[config.mk]
export PLATFORM = sky130hd
export DESIGN_NAME = mem_port_arbiter
export DESIGN_NICKNAME = d
export VERILOG_FILES = /design/src/rtl/mem_port_arbiter.sv
export SDC_FILE = /design/constraint.sdc
export NUM_CORES = 1
export LEC_CHECK = 0
export ABC_AREA = 1
export CORE_AREA = 2 2 104 106
export DETAILED_ROUTE_END_ITERATION = 16
export DIE_AREA = 0 0 106 108
export SYNTH_ARGS = -nofsm -noshare
export SYNTH_HDL_FRONTEND = slang
export SYNTH_SLANG_ARGS = --single-unit
[constraint.sdc]
create_clock -name clk -period 2.21 [get_ports clk]
set_input_delay 0.221 -clock clk [delete_from_list [all_inputs] [get_ports clk]]
set_output_delay 0.221 -clock clk [all_outputs]
set_load 0.005 [all_outputs]
[src/rtl/mem_port_arbiter.sv]
// mem_port_arbiter: shares one DataMem port between instruction fetch and load/store.
// LS normally wins; a starvation counter forces an IF win after STARVE_MAX
// consecutive LS grants taken while IF was waiting. Each transaction owns the
// port for MEM_LAT cycles, and its completion cycle may overlap the next grant.
module mem_port_arbiter #(
  parameter int ADDR_W     = 32,
  parameter int DATA_W     = 32,
  parameter int MEM_LAT    = 1,
  parameter int STARVE_MAX = 4
) (
  input  logic              clk,
  input  logic              reset,
  input  logic              if_req,
  input  logic [ADDR_W-1:0] if_addr,
  output logic              if_gnt,
  output logic              if_rvalid,
  output logic [DATA_W-1:0] if_rdata,
  input  logic              ls_req,
  input  logic              ls_we,
  input  logic [ADDR_W-1:0] ls_addr,
  input  logic [DATA_W-1:0] ls_wdata,
  output logic              ls_gnt,
  output logic              ls_rvalid,
  output logic [DATA_W-1:0] ls_rdata,
  output logic [ADDR_W-1:0] mem_addr,
  output logic              mem_re,
  output logic              mem_we,
  output logic [DATA_W-1:0] mem_wdata,
  input  logic [DATA_W-1:0] mem_rdata,
  output logic              busy
);
  localparam int LW = $clog2(MEM_LAT + 1);
  localparam int SW = $clog2(STARVE_MAX + 1);
  typedef enum logic {IDLE, BUSY} state_t;
  typedef enum logic [1:0] {NONE, OWN_IF, OWN_LS} owner_t;
  state_t          state;
  owner_t          owner;
  logic            owner_we;
  logic [LW-1:0]   lat_cnt;
  logic [SW-1:0]   starve_cnt;
  logic            last, grant_ok, force_if, if_win, ls_win, done;
  // The final BUSY cycle is both the completion cycle and a grant slot.
  assign last     = state == BUSY && lat_cnt == LW'(1);
  assign grant_ok = reset && (state == IDLE || last);
  assign force_if = starve_cnt == SW'(STARVE_MAX);
  assign if_win   = grant_ok && if_req && (force_if || !ls_req);
  assign ls_win   = grant_ok && ls_req && !(if_req && force_if);
  assign done     = reset && last;
  assign if_gnt    = if_win;
  assign ls_gnt    = ls_win;
  assign if_rvalid = done && owner == OWN_IF;
  assign ls_rvalid = done && owner == OWN_LS;
  assign if_rdata  = if_rvalid ? mem_rdata : '0;
  assign ls_rdata  = (ls_rvalid && !owner_we) ? mem_rdata : '0;
  assign mem_re    = if_win || (ls_win && !ls_we);
  assign mem_we    = ls_win && ls_we;
  assign mem_addr  = if_win ? if_addr : ls_win ? ls_addr : '0;
  assign mem_wdata = mem_we ? ls_wdata : '0;
  assign busy      = state == BUSY;
  // Port ownership FSM, latency countdown and IF starvation tracking.
  always_ff @(posedge clk or negedge reset) begin
    if (!reset) begin
      state      <= IDLE;
      owner      <= NONE;
      owner_we   <= 1'b0;
      lat_cnt    <= '0;
      starve_cnt <= '0;
    end else begin
      if (if_win || ls_win) begin
        state    <= BUSY;
        lat_cnt  <= LW'(MEM_LAT);
        owner    <= if_win ? OWN_IF : OWN_LS;
        owner_we <= ls_win && ls_we;
      end else if (last) begin
        state    <= IDLE;
        lat_cnt  <= '0;
        owner    <= NONE;
        owner_we <= 1'b0;
      end else if (state == BUSY) begin
        lat_cnt <= lat_cnt - LW'(1);
      end
      starve_cnt <= (!if_req || if_win) ? '0 :
                    (ls_win && !force_if) ? starve_cnt + SW'(1) : starve_cnt;
    end
  end
endmodule

==> flow_summary.yaml <==
outcome:
  status: "complete, no violations"
sta:
  fmaxAchievable_mhz: 472
  fin_hold_ws_ps: 150
  skew_ps: 1.23
  min_period_ps: 2120
  final.period_utilization_pct: 95.8
  slew_violations: 0
  rsz0062_at_grt: "true"
  slew_headroom_pct: 74.2
  fin_setup_tns_ps: 0
  tightest_slew_ps: 385
  setup_viol: 0
  final-hold-violation-count: 0
final_layout:
  postLayoutCoreUtil_pct: 44.3
  final_nets: 747
  area_delta_synth_final_pct: 193
  multiInputGateArea_sq_um: 983
  final.fill_count: 1126
  finalInstanceArea_sq_um: 4530
  drive_gt1_share_pct: 6.07
  ff_latch_area_sq_um: 200
synthesis:
  netlist_area_sq_um: 1550
  yosys-top-cells-area: "nand2_1, nor2_1, inv_1, dfrtp_1, buf_2"
  synth-edff-count: 0
  ys_async_sr_fraction_pct: 100
  synth_area_leader_cell: "nand2_1"
  synthFlopType: "dfrtp_1"
  ys_ff_latch: 8
  netlist_instances: 338
  synth_cell_types: 18
  yosysMostFrequentCell: "nand2_1"
  ys_seq_area_share_pct: 13.0
  synthesis.nets: 473
  syn_area_per_cell_sq_um: 4.57
  netlist_top_cells_count: "nand2_1, nor2_1, inv_1"
  yosysWarnings: 0
  synth_top_area_share_pct: 28.4
place:
  placed_cell_area_sq_um: 4450
  gp_congestion: 0.770
  hpwl_um: 7900
  port_buffers: 267
route:
  drt-total-wl_um: 9000
  ant_nets: 0
  vias_per_cell: 3.83
  routedWlPerCell_um: 12.0
  firstDrtPassIters: 4
  drc: 0
  drtIter0Drc: 166
  vias: 2858
floorplanning:
  fp.dieW_um: 106
  core_area_sq_um: 10200
  initial_core_util_pct: 15.1
  row_count: 37
  die_y_um: 108
  die-area_sq_um: 11400
  io_pins: 268
clock_network:
  h-tree-depth: 1
  numCtsBuffers: 3
  cts_tree: "done"
  clk_latency_ps: 220
  path_clk_slew_ps: 40
  clock_sinks: 8
  cts-root-buf: "clkbuf_8"
  clk_path_buf_depth: 2
setup_path:
  crit_family: "buffers and inverters"
  worstReg2RegStart: "starve_cnt[0]"
  critPathSlowestCell: "clkdlybuf4s50_1"
  worst-path-buf-inv: 3
  max_stage_delay_ps: 490
  worstPathArrival_ps: 1900
  crit_chain: "inv_2, ha_4, nand3_1, nand2_2, nor2_8, buf_6, nand2_1, nand2_1, clkdlybuf4s50_1"
  worst-path-max-fanout: 4
  cp-startpoint: "starve_cnt[0]"
  end_kind: "output port"
  path_class: "flip-flop to output port"
  worstSetupStartpointType: "flip-flop"
  worstPathRequired_ps: 1990
  path_common_cell: "nand2_1"
min_path:
  hold_class: "primary input to asynchronous set/reset pin"
global_routing:
  gr-total-overflow: 0
  grt_usage_pct: 14.6
  grt_pass1_wl_um: 13600
  grt_max_degree: 34
  first_global_vias: 2752
  antenna_found_initial: 1
pwr:
  p_leak_nw: 2.55
  power_mw: 1.32
  vdd_ir_drop_max_uv: 144
  p_per_area_nw_per_um2: 290
job:
  maxCapViolCount: 0
-- flip-flops by register name, indices dropped and copies added, names as in the netlist --
register    cells
owner_we        1
owner           2
lat_cnt         1
starve_cnt      3
busy            1
-- power by group --
| part | internal [mW] | switching (mW) |
|---|---|---|
| Clock | 0.118 | 0.0546 |
| Sequential | 0.182 | 0.0303 |
| Combinational | 0.561 | 0.370 |
-- path summary, 6_finish.rpt --
| kind | to | slack [ps] | cells after the start |
|---|---|---|---|
| setup / recovery | mem_addr[0] | 90 | 9 |
| hold / removal | starve_cnt[2] | 150 | 2 |
| setup reg to reg | owner[0] | 870 | 10 |
| hold reg to reg | owner[1] | 500 | 2 |
| max in group asynchronous | owner_we | 1950 | 2 |
| min in group clk | owner[1] | 500 | 2 |
-- through the flow --
step | setup WS [ps] | cells
final | 92.1 | 747
after global routing | -8.46 | 747
after CTS | 11.6 | 745
after detailed placement | -36.9 | 737
after global placement | -21.0 | 737
after floorplan | 696 | 338
-- final cells by class --
cell class                 count  share of cell area (%)
timing repair buffer         285                    62.7
multi-input combinational    236                    21.7
inverter                      78                    6.46
sequential                     8                    4.42
tap                          136                    3.75
clock buffer                   3                   0.911
antenna                        1                  0.0552
-- what timing repair did --
action | in CTS | in global routing
cloned | 2 | 0
hold buffers | 0 | 0
pin swaps | 0 | 1
setup buffers | 3 | 1
setup endpoints to repair | 75 | 7
gates resized for setup | 73 | 12
-- metal layers --
layer / wire, um / global-route usage, % / up-vias
li1: - / - / 1481
met1: 3110 / 14.9 / 1200
met2: 4790 / 29.3 / 171
met3: 959 / 4.10 / 6
met4: 138 / 3.48 / 0
met5: 0 / 0 / -
-- cell families (layout without fill, tap and decap cells) --
group                    Yosys count  count (layout)  share of synthesized area (%)
AND/OR/NAND/NOR                  233             233                           60.1
buffers and inverters             94             366                           24.9
flip-flops                         8               8                           13.0
adder cells (fa/ha/maj)            2               2                           1.62
AO/OA/AOI/OAI                      1               1                          0.486
other                              0               1                              0
-- worst reg2reg max path, stage by stage (launching register included) --
cell and delay (ps):
dfrtp_1 400, inv_2 100, ha_4 140, nand2_1 60, nand2_2 80, inv_2 50
nor2_4 90, buf_4 140, inv_1 40, buf_4 120, nand2_1 50
-- cell usage in the layout, fill, tap and decap left out --
master | Yosys | layout
clkdlybuf4s50_1 | 0 | 200
nand2_1 | 117 | 115
nor2_1 | 100 | 100
inv_1 | 76 | 74
dlygate4sd2_1 | 0 | 59
buf_4 | 2 | 9
dfrtp_1 | 8 | 8
nand3_1 | 7 | 7
buf_12 | 0 | 5
inv_2 | 2 | 4
nand2_2 | 3 | 4
clkdlybuf4s15_1 | 0 | 4
clkbuf_8 | 0 | 3
dlymetal6s2s_1 | 0 | 2
clkbuf_2 | 0 | 2
buf_6 | 1 | 2
diode_2 | 0 | 1
nor2_8 | 1 | 1
nand2_4 | 0 | 1
nor2_4 | 1 | 1
nor3_2 | 1 | 1
or2_1 | 1 | 1
o211ai_1 | 1 | 1
or2_2 | 1 | 1
nand4_1 | 1 | 1
ha_4 | 0 | 1
ha_1 | 2 | 1
bufbuf_16 | 0 | 1
buf_16 | 0 | 1
No activity file was read; power rests on OpenSTA's default activity.
